### config.mk
export PLATFORM = sky130hd
export DESIGN_NAME = i2s_tx_serializer
export DESIGN_NICKNAME = d
export VERILOG_FILES = /design/src/rtl/i2s_pkg.sv /design/src/rtl/i2s_clk_gen.sv /design/src/rtl/i2s_tx_serializer.sv
export SDC_FILE = /design/constraint.sdc
export NUM_CORES = 1
export LEC_CHECK = 0
export ABC_AREA = 1
export CAP_MARGIN = 20
export CORE_ASPECT_RATIO = 0.9
export CORE_UTILIZATION = 30
export CTS_CLUSTER_SIZE = 28
export DETAILED_ROUTE_END_ITERATION = 16
export GPL_ROUTABILITY_DRIVEN = 0
export HOLD_SLACK_MARGIN = 0.05
export PLACE_DENSITY = 0.54
export SKIP_CTS_REPAIR_TIMING = 1
export SYNTH_ARGS = -nofsm -noshare
export SYNTH_HDL_FRONTEND = slang
export SYNTH_SLANG_ARGS = --single-unit
### constraint.sdc
create_clock -name clk_i -period 4.8 [get_ports clk_i]
set_input_delay 0.72 -clock clk_i [delete_from_list [all_inputs] [get_ports clk_i]]
set_output_delay 0.72 -clock clk_i [all_outputs]
set_load 0.03 [all_outputs]
### src/rtl/i2s_pkg.sv
// Shared constants and FSM state type for the I2S transmit path.
package i2s_pkg;
  localparam int SLOT_BITS  = 16;
  localparam int FRAME_BITS = 2 * SLOT_BITS;
  localparam int RD_SLOT    = FRAME_BITS - 3;
  localparam int LATCH_SLOT = FRAME_BITS - 1;

  typedef enum logic [1:0] {IDLE, RUN, DRAIN} i2sTxState_t;
endpackage

### src/rtl/i2s_clk_gen.sv
// BCLK divider: toggles o_bclk every HALF_DIV clk_i cycles while i_run is high,
// and flags the cycle in which BCLK is about to fall.
module i2s_clk_gen #(
  parameter int HALF_DIV = 2
) (
  input  logic clk_i,
  input  logic rst_i,
  input  logic i_run,
  output logic o_bclk,
  output logic o_fall
);
  localparam int DW = $clog2(HALF_DIV);
  localparam logic [DW-1:0] DIV_TC = DW'(HALF_DIV - 1);

  logic [DW-1:0] r_divCnt;
  logic          r_bclk;
  logic          w_tc;

  assign w_tc   = i_run && (r_divCnt == DIV_TC);
  assign o_fall = w_tc && r_bclk;
  assign o_bclk = r_bclk;

  always_ff @(posedge clk_i or posedge rst_i) begin
    if (rst_i) begin
      r_divCnt <= '0;
      r_bclk   <= 1'b0;
    end else if (!i_run) begin
      r_divCnt <= '0;
    end else if (w_tc) begin
      r_divCnt <= '0;
      r_bclk   <= ~r_bclk;
    end else begin
      r_divCnt <= r_divCnt + 1'b1;
    end
  end
endmodule

### src/rtl/i2s_tx_serializer.sv
// Philips I2S master transmitter: pulls one mono sample per frame from the
// FWFT FIFO and sends it on both L and R slots, MSB first.
module i2s_tx_serializer
  import i2s_pkg::*;
#(
  parameter int PKT_WIDTH     = SLOT_BITS,
  parameter int BCLK_HALF_DIV = 2
) (
  input  logic                 clk_i,
  input  logic                 rst_i,
  input  logic                 en_i,
  input  logic [PKT_WIDTH-1:0] pkt_i,
  input  logic                 pktValid_i,
  output logic                 rdEN_o,
  output logic                 bclk_o,
  output logic                 lrclk_o,
  output logic                 sdata_o,
  output logic                 repeat_o,
  output logic                 busy_o
);
  localparam int FRAME_N = 2 * PKT_WIDTH;
  localparam int BW      = $clog2(FRAME_N);
  localparam logic [BW-1:0] B_RD    = BW'(FRAME_N - (FRAME_BITS - RD_SLOT));
  localparam logic [BW-1:0] B_LATCH = BW'(FRAME_N - (FRAME_BITS - LATCH_SLOT));
  localparam logic [BW-1:0] B_RSLOT = BW'(PKT_WIDTH);
  localparam logic [BW-1:0] B_LR_HI = BW'(PKT_WIDTH - 1);

  i2sTxState_t          r_state;
  logic [BW-1:0]        r_bitCnt;
  logic [PKT_WIDTH-1:0] r_latch, r_shreg;
  logic                 r_lrclk, r_sdata, r_rden, r_repeat, r_seen;
  logic                 w_fall;
  logic [BW-1:0]        w_nextBit;

  i2s_clk_gen #(.HALF_DIV(BCLK_HALF_DIV)) u_clk (
    .clk_i  (clk_i),
    .rst_i  (rst_i),
    .i_run  (r_state != IDLE),
    .o_bclk (bclk_o),
    .o_fall (w_fall)
  );

  assign w_nextBit = (r_bitCnt == B_LATCH) ? '0 : r_bitCnt + 1'b1;

  always_ff @(posedge clk_i or posedge rst_i) begin
    if (rst_i) begin
      r_state  <= IDLE;
      r_bitCnt <= B_LATCH;
      r_lrclk  <= 1'b1;
      r_sdata  <= 1'b0;
      r_rden   <= 1'b0;
      r_repeat <= 1'b0;
      r_latch  <= '0;
      r_shreg  <= '0;
      r_seen   <= 1'b0;
    end else begin
      r_rden   <= 1'b0;
      r_repeat <= 1'b0;
      if (pktValid_i) r_seen <= 1'b1;
      case (r_state)
        IDLE: if (en_i) r_state <= RUN;
        RUN, DRAIN: begin
          if (w_fall) begin
            if (r_state == DRAIN && w_nextBit == B_LATCH) begin
              // Last slot bit is dropped; park the bus and clear the latch so
              // the next run starts with a silent frame.
              r_state  <= IDLE;
              r_bitCnt <= B_LATCH;
              r_lrclk  <= 1'b1;
              r_sdata  <= 1'b0;
              r_latch  <= '0;
              r_shreg  <= '0;
            end else begin
              r_bitCnt <= w_nextBit;
              if (w_nextBit == B_LATCH)      r_lrclk <= 1'b0;
              else if (w_nextBit == B_LR_HI) r_lrclk <= 1'b1;
              if (w_nextBit == '0 || w_nextBit == B_RSLOT) begin
                r_sdata <= r_latch[PKT_WIDTH-1];
                r_shreg <= {r_latch[PKT_WIDTH-2:0], 1'b0};
              end else begin
                r_sdata <= r_shreg[PKT_WIDTH-1];
                r_shreg <= {r_shreg[PKT_WIDTH-2:0], 1'b0};
              end
              if (r_state == RUN && w_nextBit == B_RD) r_rden <= 1'b1;
              if (r_state == RUN && w_nextBit == B_LATCH) begin
                r_latch  <= pkt_i;
                r_seen   <= 1'b0;
                r_repeat <= !(r_seen || pktValid_i);
                if (!en_i) r_state <= DRAIN;
              end
            end
          end
        end
        default: r_state <= IDLE;
      endcase
    end
  end

  assign rdEN_o   = r_rden;
  assign lrclk_o  = r_lrclk;
  assign sdata_o  = r_sdata;
  assign repeat_o = r_repeat;
  assign busy_o   = (r_state != IDLE);
endmodule

==> results.yml, run 1 <==
status:
  status: "completed"
worst_setup_path:
  crit_chain: "inv_1 > ha_1 > inv_1 > clkdlybuf4s50_1"
  crit_path_frequent_cell: "inv_1"
  crit_slowest_cell: "clkdlybuf4s50_1"
  cp_data_arrival_time_ns: 1.83
  crit_type: "flip-flop to primary output"
  startpoint_type: "flip-flop"
  crit_family: "buffers and inverters"
  reg2reg_to: "r_shreg[4]$_DFFE_PP0P_"
  cp.required_ns: 4.08
  crit_start: "r_state[0]$_DFFE_PP0P_"
  path_buf_inv: 3
  worst-path-stages: 4
  crit_end: "busy_o"
  cp-end-kind: "primary output"
  cpPeakStageDelay_ns: 0.68
  crit_path_max_fanout: 4
  reg2reg_depth: 13
  r2r_start: "r_bitCnt[1]$_DFFE_PP1P_"
  r2r_slack_ns: 2.28
clocking:
  cts_buffer_depth: 2
  cts_buffers: 5
  cts.sinks: 45
  clkLatencyLatePin_ns: 0.30
  path_clk_slew_ns: 0.08
  cts_root_buf: "clkbuf_8"
  cts_tree: "yes"
  htreeDepth: 2
global_routing:
  grt_max_degree: 46
  grt-ovfl-total: 0
  antenna_found_initial: 0
  grt_pass1_vias: 1642
  grt_usage: 0.121
  grt_first_pass_wirelength_mm: 7.57
drt:
  viasPerCell: 4.44
  wire_per_inst_um: 11.4
  dr.pass1.iters: 4
  dr_total_vias: 1638
  drtAntennaViolNets: 0
  drt_iter0_markers: 70
  wl_mm: 4.19
  drc_errors: 0
placement:
  place_area_um2: 2570
  port-buffer-count: 25
  post-place-cells: 361
  dp_hpwl_mm: 2.87
die:
  start_util: 0.316
  io_pins: 26
  placeableCoreArea_um2: 7180
  die_w_um: 93.6
  row_count: 29
  dieArea_um2: 7910
  fp.dieH_um: 84.5
logic_synthesis:
  netlist_area_um2: 2270
  synthSimpleGateAreaFrac: 0.270
  synth_top_family_by_area: "simple AND/OR/NAND/NOR gates"
  synthAdderAreaFrac: 0.0497
  synthMuxAreaShare: 0
  yosysTopAreaCell: "dfrtp_1"
  postSynthAreaPerCell_um2: 9.07
  synth_area_leaders: "dfrtp_1 (43%), nand2_1 (14%), dfstp_2 (7.0%)"
  synth_xor_area_frac: 0
  synth_nets: 279
  synth_compound_area_frac: 0.115
  synthCells: 250
  synth_top_cell_area_share: 0.430
  synth_warnings: 0
  synth_cell_types: 35
  ys_seq_elements: 45
  yosysSeqAreaShare: 0.500
final_layout:
  layout_commonest_cell: "nand2_1"
  fin_util: 0.370
  n_antenna_cell: 0
  fin_nets: 304
  drive_gt1_frac: 0.178
  area_delta_synth_final_pct: 17.2
  final_cell_mix: "nand2_1 (82), dfrtp_1 (39), clkdlybuf4s50_1 (25), nand2_2 (18), inv_1 (15)"
  fin_area_um2: 2660
  layoutNonFillerInstCount: 369
  final.fill_count: 755
sta:
  slew_viol_final: 0
  rsz0062_at_grt: "false"
  hold_viol: 0
  finalSetupViolCount: 0
  max_slew_margin: 0.384
  tns_ns: 0
  period_minus_slack_ns: 2.55
  finalClockSkew_ns: 0.00982
  min_period_over_period: 0.531
  max_freq_ghz: 0.392
  worst_pin_slew_ns: 0.923
pwr:
  p_sw_frac: 0.401
  p_seq_frac: 0.411
  p_clk_frac: 0.181
  p_per_area_nw_per_um2: 485
  p_switching_mw: 0.517
  total_power_mw: 1.29
  ir_drop_mv: 0.157
  pwr-share-comb: 0.408
  p_leak_nw: 1.30
  power.internal_mw: 0.771
min_path:
  hold_depth: 1
  hold_path.class: "flip-flop to flip-flop"
run:
  cap_violations: 0
[cells in the mapped netlist]
library cell and count:
a21o_1 13, a21oi_1 14, a22o_1 1, a22oi_1 1
a2bb2oi_1 1, and3_4 1, buf_12 1, buf_2 1
buf_4 1, buf_6 2, clkbuf_1 2, dfrtp_1 39
dfstp_2 6, ha_1 9, inv_1 16, inv_2 5
inv_4 1, nand2_1 82, nand2_2 18, nand2_4 2
nand3_1 6, nand3_2 2, nand4_1 1, nand4_2 1
nor2_1 7, nor2_2 2, nor2_4 1, nor3_1 2
nor3_4 1, nor4_1 1, o2111ai_4 1, o211ai_1 1
o21ai_0 6, o21ai_1 1, or2_2 1
[worst min-delay path by stage]
stage,start,to,slack (ns)
finish,r_seen$_DFF_PP0_,repeat_o$_DFF_PP0_,0.44
global route,r_seen$_DFF_PP0_,repeat_o$_DFF_PP0_,0.46
CTS,r_seen$_DFF_PP0_,repeat_o$_DFF_PP0_,0.44
detailed placement,r_seen$_DFF_PP0_,repeat_o$_DFF_PP0_,0.43
global placement,r_seen$_DFF_PP0_,repeat_o$_DFF_PP0_,0.43
floorplan,r_seen$_DFF_PP0_,repeat_o$_DFF_PP0_,0.41
[stage by stage]
| step | hold slack (ns) | worst slack, ns |
|---|---|---|
| floorplan | 0.409 | 2.79 |
| global placement | 0.427 | 2.36 |
| detailed placement | 0.431 | 2.29 |
| CTS | 0.444 | 2.24 |
| global route | 0.462 | 1.98 |
| finish | 0.436 | 2.25 |
[final cells by class]
class / instances / area, µm² / share of cell area
Sequential cell: 45 / 1130 / 0.427
Multi-Input combinational cell: 176 / 986 / 0.371
Timing Repair Buffer: 25 / 250 / 0.0942
Tap cell: 93 / 116 / 0.0438
Inverter: 22 / 85.1 / 0.0320
Clock buffer: 7 / 76.3 / 0.0287
Clock inverter: 1 / 8.76 / 0.00330
[state kept, by name, indices dropped and copies added, names as in the netlist, 2 cells and up]
register	cells
r_bitCnt	5
r_state	2
r_shreg	15
r_latch	16
[worst register-to-register path, delay by kind of cell (launching register included)]
kind	cells	cell delay [ns]
adder cells (fa/ha/maj)	2	0.34
flip-flops	1	0.59
AO/OA/AOI/OAI	2	0.26
AND/OR/NAND/NOR	7	0.84
buffers and inverters	2	0.44
[routing by layer]
layer,GRT usage,routed length (µm)
met5,0,0
met4,0.0462,79
met3,0.0272,169
met2,0.186,1820
met1,0.166,2130
[cell families (layout without fill, tap and decap cells)]
| family | count (synthesis) | in the layout |
|---|---|---|
| simple gates | 128 | 128 |
| flops | 45 | 45 |
| compound gates | 39 | 39 |
| buf+inv | 29 | 55 |
| fa+ha+maj | 9 | 9 |
[power groups by stage]
stage	clock network, mW	logic (mW)	registers, mW
after CTS	0.242	0.530	0.530
after global placement	0	0.522	0.536
after detailed placement	0	0.528	0.537
after global routing	0.259	0.600	0.543
after floorplan	0	0.404	0.541
final	0.233	0.525	0.530
Power figures use the tool's default switching activity.
==> run 2, diff against run 1 <==
Clock period 4.8 ns to 2.6 ns, I/O delays scaled along.
==> results.yml, run 2 (synthesis results as in run 1) <==
final_layout:
  layoutNonFillerInstCount: 371
  fin_area_um2: 2680
  fin_nets: 306
  fin_util: 0.373
  largest_reg_flops: 16
  final.fill_count: 752
  top_regs: "r_latch x16, r_shreg x15, r_bitCnt x5"
  n_antenna_cell: 0
  layout_commonest_cell: "nand2_1"
  area_delta_synth_final_pct: 18.2
  drive_gt1_frac: 0.187
  final_cell_mix: "nand2_1 (82), dfrtp_1 (39), clkdlybuf4s50_1 (25), nand2_2 (18), inv_1 (15)"
  top_register: "r_latch"
drt:
  dr.pass1.iters: 4
  viasPerCell: 4.37
  drtAntennaViolNets: 0
  drt_iter0_markers: 46
  drc_errors: 0
  wl_mm: 4.05
  wire_per_inst_um: 10.9
  dr_total_vias: 1621
die:
  row_count: 29
  start_util: 0.316
  placeableCoreArea_um2: 7180
  fp.dieH_um: 84.5
  dieArea_um2: 7910
  io_pins: 26
  die_w_um: 93.6
sta:
  period_minus_slack_ns: 2.31
  worst_pin_slew_ns: 0.569
  fin_hold_ws_ns: 0.436
  max_slew_margin: 0.621
  max_freq_ghz: 0.433
  hold_viol: 0
  finalSetupViolCount: 0
  slew_viol_final: 0
  min_period_over_period: 0.887
  finalClockSkew_ns: 0.00584
  tns_ns: 0
  rsz0062_at_grt: "false"
placement:
  port-buffer-count: 25
  post-place-cells: 363
  place_area_um2: 2590
  dp_hpwl_mm: 2.77
global_routing:
  grt_first_pass_wirelength_mm: 7.37
  grt_pass1_vias: 1549
  grt_max_degree: 46
  grt_usage: 0.119
  antenna_found_initial: 0
  grt-ovfl-total: 0
clocking:
  cts.sinks: 45
  cts_tree: "yes"
  cts_root_buf: "clkbuf_8"
  htreeDepth: 2
  clkLatencyLatePin_ns: 0.30
  path_clk_slew_ns: 0.08
  cts_buffer_depth: 2
  cts_buffers: 5
pwr:
  p_per_area_nw_per_um2: 895
  p_leak_nw: 1.31
  ir_drop_mv: 0.330
worst_setup_path:
  crit_path_frequent_cell: "nand2_1"
  cpPeakStageDelay_ns: 0.58
  crit_type: "flip-flop to flip-flop"
  startpoint_type: "flip-flop"
  cp_data_arrival_time_ns: 2.55
  cp-end-kind: "flip-flop"
  r2r_slack_ns: 0.29
  crit_chain: "ha_1 > nand2_1 > nor2_1 > ha_1 > nand2_1 > inv_1 > nand4_2 > nand2_4 > inv_2 > nand3_2 > inv_4 > nand2_1 > nand2_1"
  crit_slowest_cell: "dfstp_2"
  cp.required_ns: 2.85
  crit_path_max_fanout: 17
min_path:
  hold_path.class: "flip-flop to flip-flop"
run:
  cap_violations: 0
status:
  status: "completed"
## run 2: cell count changes in the layout (fill, tap and decap cells not counted), sizes merged
| cell | change |
|---|---|
| clkinv | -1 |
| buf | +2 |
| clkinvlp | +1 |
## run 2: stage by stage
stage / setup WS (ns) / power (mW)
2_1_floorplan: 0.585 / 1.74
3_3_place_gp: 0.271 / 1.97
3_5_place_dp: 0.262 / 1.97
4_1_cts: 0.243 / 2.44
5_1_grt: 0.0198 / 2.62
6_report: 0.293 / 2.40
## run 2: worst paths after layout
check                                               to  cells past startpoint                     from
worst max-delay path            r_latch[2]$_DFFE_PP0P_                     13  r_bitCnt[1]$_DFFE_PP1P_
worst min-delay path                repeat_o$_DFF_PP0_                      1         r_seen$_DFF_PP0_
worst max register to register  r_latch[2]$_DFFE_PP0P_                     13  r_bitCnt[1]$_DFFE_PP1P_
worst min register to register      repeat_o$_DFF_PP0_                      1         r_seen$_DFF_PP0_
max in group asynchronous       r_shreg[2]$_DFFE_PP0P_                      3                    rst_i
min in group asynchronous       r_shreg[6]$_DFFE_PP0P_                      3                    rst_i
## run 2: metal layers
| metal | wire (µm) | track usage | vias up |
|---|---|---|---|
| met1 | 2150 | 0.168 | 740 |
| met4 | 85 | 0.0545 | 0 |
| met5 | 0 | 0 | - |
| met3 | 114 | 0.0281 | 6 |
| met2 | 1700 | 0.171 | 22 |
| li1 | - | - | 853 |
## run 2: critical path, delay by kind of cell, from the launching register on
family,cells,cell delay [ns]
buffers and inverters,3,0.44
DFF,1,0.58
adders and majority gates,2,0.43
and+or+nand+nor,8,0.81
## run 2: layout make-up
class,instances,area [µm²],area share
clock inverter,1,7.51,0.00280
inverter,22,85.1,0.0317
clock buffer,7,86.3,0.0322
timing repair buffer,27,265,0.0990
sequential,45,1130,0.423
tap,93,116,0.0434
multi-input combinational,176,986,0.368
## run 2: power breakdown
| group | internal, mW | switching, mW |
|---|---|---|
| clock network | 0.216 | 0.238 |
| registers | 0.873 | 0.105 |
| logic | 0.369 | 0.598 |
==> run 3, diff against run 2 <==
Settings changed: GPL_TIMING_DRIVEN from default to 0.
==> results.yml, run 3 (synthesis results as in run 1) <==
status:
  status: "completed"
clocking:
  cts_buffer_depth: 2
  clkLatencyLatePin_ns: 0.29
  path_clk_slew_ns: 0.08
  cts_buffers: 5
  cts_tree: "yes"
  htreeDepth: 2
  cts_root_buf: "clkbuf_8"
  cts.sinks: 45
sta:
  min_period_over_period: 0.883
  worst_pin_slew_ns: 0.454
  rsz0062_at_grt: "false"
  slew_viol_final: 0
  max_slew_margin: 0.697
  max_freq_ghz: 0.436
  tns_ns: 0
  hold_viol: 0
  finalClockSkew_ns: 0.00674
  finalSetupViolCount: 0
  period_minus_slack_ns: 2.30
final_layout:
  top_regs: "r_latch x16, r_shreg x15, r_bitCnt x5"
  area_delta_synth_final_pct: 20.7
  top_register: "r_latch"
  n_antenna_cell: 0
  layout_commonest_cell: "nand2_1"
  final_cell_mix: "nand2_1 (82), dfrtp_1 (39), clkdlybuf4s50_1 (25), nand2_2 (18), inv_1 (15)"
  largest_reg_flops: 16
  fin_nets: 312
  drive_gt1_frac: 0.197
  final.fill_count: 760
drt:
  dr.pass1.iters: 4
  wire_per_inst_um: 11.3
  wl_mm: 4.26
  viasPerCell: 4.35
  drc_errors: 0
  drt_iter0_markers: 56
  drtAntennaViolNets: 0
  dr_total_vias: 1640
pwr:
  power.internal_mw: 1.45
  p_clk_frac: 0.174
  ir_drop_mv: 0.273
  p_leak_nw: 1.34
  p_sw_frac: 0.398
  p_per_area_nw_per_um2: 880
  p_seq_frac: 0.407
  total_power_mw: 2.41
  pwr-share-comb: 0.419
  p_switching_mw: 0.958
worst_setup_path:
  cpPeakStageDelay_ns: 0.60
  path_buf_inv: 3
  reg2reg_depth: 13
  r2r_slack_ns: 0.30
  crit_chain: "ha_1 > nand2_1 > nor2_1 > ha_1 > inv_2 > nand2_1 > nor2_4 > nor2_1 > nand2_1 > inv_2 > buf_6 > o21ai_1 > a22o_1"
  crit_slowest_cell: "dfstp_2"
  crit_family: "flip-flops"
  cp_data_arrival_time_ns: 2.47
  reg2reg_to: "r_shreg[15]$_DFFE_PP0P_"
  cp.required_ns: 2.78
  crit_path_max_fanout: 10
  startpoint_type: "flip-flop"
  cp-end-kind: "flip-flop"
  r2r_start: "r_bitCnt[1]$_DFFE_PP1P_"
  crit_path_frequent_cell: "nand2_1"
  crit_type: "flip-flop to flip-flop"
global_routing:
  antenna_found_initial: 0
  grt_usage: 0.123
  grt_first_pass_wirelength_mm: 7.67
  grt_max_degree: 34
  grt-ovfl-total: 0
  grt_pass1_vias: 1595
run:
  cap_violations: 0
die:
  io_pins: 26
  placeableCoreArea_um2: 7180
  die_w_um: 93.6
  fp.dieH_um: 84.5
  row_count: 29
  dieArea_um2: 7910
  start_util: 0.316
min_path:
  hold_path.class: "input port to async pin"
placement:
  port-buffer-count: 25
  dp_hpwl_mm: 3.16
[run 3: cell types whose count changed in the layout (fill, tap and decap cells not counted)]
| cell | delta |
|---|---|
| clkinv_2 | +2 |
| clkinvlp_4 | -1 |
| buf_2 | +1 |
| clkbuf_1 | +2 |
| buf_6 | +2 |
| buf_4 | -1 |
| clkbuf_8 | -1 |
| buf_12 | +2 |
[run 3: final cells by class]
cell class	instances	area (µm²)	share of cell area
clock inverter	2	10.0	0.00366
buffer	7	62.6	0.0229
sequential	45	1130	0.414
tap	93	116	0.0425
clock buffer	6	72.6	0.0265
multi-input combinational	176	986	0.360
inverter	22	85.1	0.0311
timing repair buffer	26	270	0.0988
[run 3: how the worst max path moves through the flow]
stage	cells after the start	start	end	slack (ns)
detailed placement	13	r_bitCnt[1]$_DFFE_PP1P_	r_shreg[15]$_DFFE_PP0P_	0.28
finish	13	r_bitCnt[1]$_DFFE_PP1P_	r_shreg[15]$_DFFE_PP0P_	0.30
floorplan	13	r_bitCnt[1]$_DFFE_PP1P_	r_shreg[15]$_DFFE_PP0P_	0.59
global route	14	r_bitCnt[1]$_DFFE_PP1P_	r_shreg[8]$_DFFE_PP0P_	0.06
global placement	2	rst_i	repeat_o$_DFF_PP0_	0.13
CTS	13	r_bitCnt[1]$_DFFE_PP1P_	r_shreg[15]$_DFFE_PP0P_	0.26
[run 3: power by group through the flow]
stage / Combinational [mW] / Clock (mW) / Sequential [mW]
after floorplan: 0.745 / 0 / 0.999
after global placement: 1.01 / 0 / 0.992
after detailed placement: 1.02 / 0 / 0.995
after CTS: 1.02 / 0.440 / 0.983
after global routing: 1.15 / 0.472 / 1.00
final: 1.01 / 0.420 / 0.981
[run 3: metal layers]
layer  track usage  part of all wire
met1         0.180              0.53
met2         0.184              0.43
met3        0.0217             0.031
met4        0.0420            0.0094
met5             0                 0
[run 3: per-stage QoR]
step	cells	setup slack, ns	hold slack, ns	instance area (µm²)	utilization
global placement	368	0.129	0.429	2630	0.367
detailed placement	369	0.284	0.434	2650	0.369
CTS	377	0.259	0.372	2740	0.381
global route	377	0.0641	0.383	2740	0.381
finish	377	0.304	0.361	2740	0.381
floorplan	250	0.585	0.409	2270	-
==> edit 1: new RTL, flow settings as in run 2 <==
Re-encode `i2sTxState_t` (3 states) as one-hot, 3 bits wide.
--- a/src/rtl/i2s_pkg.sv
+++ b/src/rtl/i2s_pkg.sv
@@ -5,6 +5,6 @@
   localparam int RD_SLOT    = FRAME_BITS - 3;
   localparam int LATCH_SLOT = FRAME_BITS - 1;
 
-  typedef enum logic [1:0] {IDLE, RUN, DRAIN} i2sTxState_t;
+  typedef enum logic [2:0] {IDLE = 3'b001, RUN = 3'b010, DRAIN = 3'b100} i2sTxState_t;
 endpackage
 
Formal check against the unedited RTL: no difference found for any inputs over 10 cycles, from zero or initial values and one cycle with rst_i high; not proved beyond that.
==> edit 1 against run 2 <==
Wire length rose by 10%; worst setup slack got worse by 0.013 ns; cell count rose by 2.2%; die area fell by 1.6%; via count rose by 6.6%; sequential share of layout area rose by 0.80 points; sequential cell count rose by 1; synthesized area fell by 1.6%; global-route usage rose by 1.2 points; critical path depth fell by 1; design area rose by 0.42%; clock skew rose by 0.0034 ns; power fell by 5.5%; combinational power fell by 18%.
==> edit 1: results (changes against run 2) <==
| Metric | Value |
|---|---|
| Cells after DPL | 371 (was 363) |
| R2R depth | 12 (was 13) |
| DR WL met3 | 96 microns (was 114 microns) |
| Violation count after the first detailed-route iteration | 73 (was 46) |
| Vias in the first global route | 1,773 (was 1,549) |
| Final Skew | 0.00922 ns (was 0.00584 ns) |
| Routed WL | 4450 microns (was 4050 microns) |
| M1 wire length | 2250 microns (was 2150 microns) |
| Vias per cell | 4.56 (was 4.37) |
| First-pass GRT wire length | 8160 microns (was 7370 microns) |
| Cell count after synthesis | 256 (was 250) |
| Reg2reg start | r_bitCnt[0]$_DFFE_PP1P_ (was r_bitCnt[1]$_DFFE_PP1P_) |
| WP data arrival | 2.50 ns (was 2.55 ns) |
| Post-synth top cells | 99 x nand2_1, 39 x dfrtp_1, 19 x inv_1, 14 x o2111ai_1, 11 x nor2_1 (was 82 x nand2_1, 39 x dfrtp_1, 18 x nand2_2, 16 x inv_1, 14 x a21oi_1) |
| Overall Global Routing Usage | 13.1% (was 11.9%) |
| Layout cells sized above 1 | 15.4% (was 18.7%) |
| Met2 WL | 2050 microns (was 1700 microns) |
| Lkg Pwr | 0.00129 uW (was 0.00131 uW) |
| Largest net degree at the start of global routing | 26 (was 46) |
| Worst rel slew slack | 48.4% (was 62.1%) |
| Hpwl dp | 3160 microns (was 2770 microns) |
| Yosys cell types | 28 (was 35) |
| Worst stage delay on the critical path | 0.40 ns (was 0.58 ns) |
| Compound-Gate Fraction of Synth Area | 8.30% (was 11.5%) |
| Post-synthesis adder-cell area fraction | 2.80% (was 4.97%) |
| Synth top area cells | dfrtp_1 44%, nand2_1 17%, dfstp_2 8.2% (was dfrtp_1 43%, nand2_1 14%, dfstp_2 7.0%) |
| Share of the yosys chip area belonging to registers | 52.0% (was 50.0%) |
| Run status | completed (unchanged) |
| Place WS | 0.231 ns (was 0.262 ns) |
| Syn nets | 281 (was 279) |
-- edit 1: changes by cell type in the layout (fill, tap and decap cells not counted), sizes merged, moves of 2 or more --
cell	delta
nand3	+2
a21o	-13
o2111ai	+13
clkinv	+2
ha	-4
nor2	+3
or2	+13
buf	+3
a21oi	-11
nor3	-2
nand4	+5
o21ai	-2
-- edit 1: layer usage --
layer  GRT usage [%]  up-vias
met1            18.0      820
met3            2.82        4
met2            20.7       17
met5               0        -
met4            3.78        0
li1                -      887
-- edit 1: layout make-up --
class	count	area (sq um)
Fill cell	774	4420
Sequential cell	46	1160
Multi-Input combinational cell	178	942
Timing Repair Buffer	30	288
Tap cell	93	116
Inverter	24	90.1
Clock buffer	6	82.6
Clock inverter	2	12.5
-- edit 1: kinds of logic (layout without fill, tap and decap cells) --
kind of cell    Yosys count  after routing
fa+ha+maj                 5              5
flops                    46             46
compound gates           25             25
buf+inv                  32             62
simple gates            148            148
-- edit 1: worst register-to-register path: cells and delay by family, from the launching register on --
family | cells | cell delay, ns
AOI/OAI and AO/OA | 1 | 0.25
adders and majority gates | 2 | 0.38
buffers and inverters | 2 | 0.19
DFF | 1 | 0.40
and+or+nand+nor | 7 | 0.98
-- edit 1: power by group --
group / total (uW) / internal, uW / switching, uW
registers: 1010 / 887 / 124
clock network: 463 / 214 / 249
logic: 791 / 301 / 490
-- edit 1: final timing paths --
kind,end,slack [ns]
max in group asynchronous,r_shreg[10]$_DFFE_PP0P_,1.55
hold / removal,u_clk.o_bclk$_DFFE_PP0P_,0.43
setup / recovery,sdata_o$_DFFE_PP0P_,0.28
hold reg to reg,repeat_o$_DFF_PP0_,0.44
min in group clk_i,repeat_o$_DFF_PP0_,0.44
setup reg to reg,sdata_o$_DFFE_PP0P_,0.28
==> edit 2: new RTL, settings of run 2 <==
Made on the original files. Set the parameter `BCLK_HALF_DIV` to 4 (it was 2).
--- a/src/rtl/i2s_tx_serializer.sv
+++ b/src/rtl/i2s_tx_serializer.sv
@@ -4,7 +4,7 @@
   import i2s_pkg::*;
 #(
   parameter int PKT_WIDTH     = SLOT_BITS,
-  parameter int BCLK_HALF_DIV = 2
+  parameter int BCLK_HALF_DIV = 4
 ) (
   input  logic                 clk_i,
   input  logic                 rst_i,
Behaviour: not the same (a bounded check fails within 4 cycles, from zero or initial values and one cycle with rst_i high).
==> edit 2 against run 2 <==
Design area is 1.7% higher; non-clock buffer count increased by 3; fmax rose by 5.5%; first-iteration DRC count grew 87%; wire length up 9.0%; synthesized area rose by 0.55%; power down 2.6%; utilization grew 0.63 points; hold slack got worse by 0.0043 ns; worst setup slack improved by 0.12 ns; sequential cell count increased by 1; clock power is 18% higher; largest cell class unchanged; sequential power grew 0.8%.
==> edit 2: results (changes against run 2) <==
| Metric | Value |
|---|---|
| Hold_sp | u_clk.r_divCnt[0]$_DFF_PP0_ (was r_seen$_DFF_PP0_) |
| Vias in the first global route | 1,758 (was 1,549) |
| Largest net degree at the start of global routing | 47 (was 46) |
| Run status | completed (unchanged) |
| WP data arrival | 2.39 ns (was 2.55 ns) |
| Port-buffer cells | 25 (unchanged) |
| Synth Warn # | 0 (unchanged) |
| Compound-Gate Fraction of Synth Area | 8.07% (was 11.5%) |
| Crit path from | r_bitCnt[0]$_DFFE_PP1P_ (was r_bitCnt[1]$_DFFE_PP1P_) |
| Layout cells sized above 1 | 15.4% (was 18.7%) |
| Synth top area cells | dfrtp_1 44%, nand2_1 15%, dfstp_2 6.9% (was dfrtp_1 43%, nand2_1 14%, dfstp_2 7.0%) |
| Lkg Pwr | 0.00120 uW (was 0.00131 uW) |
| Slew @ Worst Pin | 0.573 ns (was 0.569 ns) |
| Violation count after the first detailed-route iteration | 86 (was 46) |
| Vias | 1,678 (was 1,621) |
| DR WL/cell | 11.6 microns (was 10.9 microns) |
| First-pass GRT wire length | 8070 microns (was 7370 microns) |
| Post-synth top cells | 90 x nand2_1, 40 x dfrtp_1, 39 x nor2_1, 15 x inv_1, 8 x o31ai_2 (was 82 x nand2_1, 39 x dfrtp_1, 18 x nand2_2, 16 x inv_1, 14 x a21oi_1) |
| Overall Global Routing Usage | 12.8% (was 11.9%) |
| Final Skew | 0.00902 ns (was 0.00584 ns) |
| Share of the yosys chip area belonging to registers | 50.8% (was 50.0%) |
| Yosys cell types | 30 (was 35) |
| VDD IR max | 302 uV (was 330 uV) |
| Reg2reg start | r_bitCnt[0]$_DFFE_PP1P_ (was r_bitCnt[1]$_DFFE_PP1P_) |
| Final layout net count | 312 (was 306) |
| Hpwl dp | 3000 microns (was 2770 microns) |
| Maximum fanout along the worst path | 16 (was 17) |
| Post-synthesis adder-cell area fraction | 3.84% (was 4.97%) |
| Syn nets | 284 (was 279) |
==> edit 2: cell types whose count changed after synthesis, moves of 3 or more <==
cell,change
inv_2,-3
nor2_1,+32
nand2_2,-15
o31ai_2,+8
a21oi_1,-13
nand3_4,+3
a21o_1,-13
nand2_1,+8
o31ai_1,+7
nor2_4,+3
==> edit 2: kinds of logic (layout without fill, tap and decap cells) <==
family,Yosys count,after routing
AOI/OAI and AO/OA,21,21
buffers and inverters,27,56
DFF,46,46
and+or+nand+nor,156,156
adders and majority gates,7,7
==> edit 2: path summary, 6_finish.rpt <==
check,end,slack [ns],cells after the start
min in group asynchronous,r_seen$_DFF_PP0_,0.54,3
max in group asynchronous,r_shreg[4]$_DFFE_PP0P_,1.67,3
worst max register to register,r_latch[9]$_DFFE_PP0P_,0.41,11
worst min-delay path,u_clk.r_divCnt[0]$_DFF_PP0_,0.43,1
worst min register to register,u_clk.r_divCnt[0]$_DFF_PP0_,0.43,1
worst max-delay path,r_latch[9]$_DFFE_PP0P_,0.41,11
==> edit 2: power breakdown <==
| group | internal (uW) | switching [uW] |
|---|---|---|
| combinational | 321 | 493 |
| sequential | 885 | 102 |
| clock | 287 | 250 |
| total | 1490 | 844 |
==> edit 2: cell type report <==
type,count,area (sq um)
Multi-Input combinational cell,184,983
Clock buffer,6,72.6
Sequential cell,46,1160
Fill cell,754,4460
Inverter,18,68.8
Clock inverter,2,37.5
Timing Repair Buffer,30,288
Tap cell,93,116
==> edit 2: metrics by stage <==
step	setup WS, ns	area [sq um]	std cells	power, uW
2_1_floorplan	0.566	2280	257	1630
3_3_place_gp	0.444	2620	371	1820
3_5_place_dp	0.417	2620	371	1830
4_1_cts	0.384	2730	379	2370
5_1_grt	0.163	2730	379	2530
6_report	0.413	2730	379	2340
==> edit 2: worst max-delay path, stage by stage, from the launching register on <==
cell and delay, ns:
dfstp_2 0.40, ha_1 0.20, nand2_1 0.09, nor2_1 0.05, ha_1 0.20, or2_4 0.28
nor2_4 0.14, nand4_2 0.20, nand2_2 0.15, nand3_4 0.18, nand2_1 0.13, nand2_1 0.05
==> edit 2: metal layers <==
| metal | routed length, microns | share of wire, % | vias to the layer above | global-route usage (%) |
|---|---|---|---|---|
| li1 | - | - | 872 | - |
| met1 | 2250 | 51 | 774 | 17.4 |
| met2 | 1960 | 44 | 27 | 20.3 |
| met3 | 157 | 3.6 | 5 | 3.17 |
| met4 | 43 | 0.98 | 0 | 3.50 |
| met5 | 0 | 0 | - | 0 |
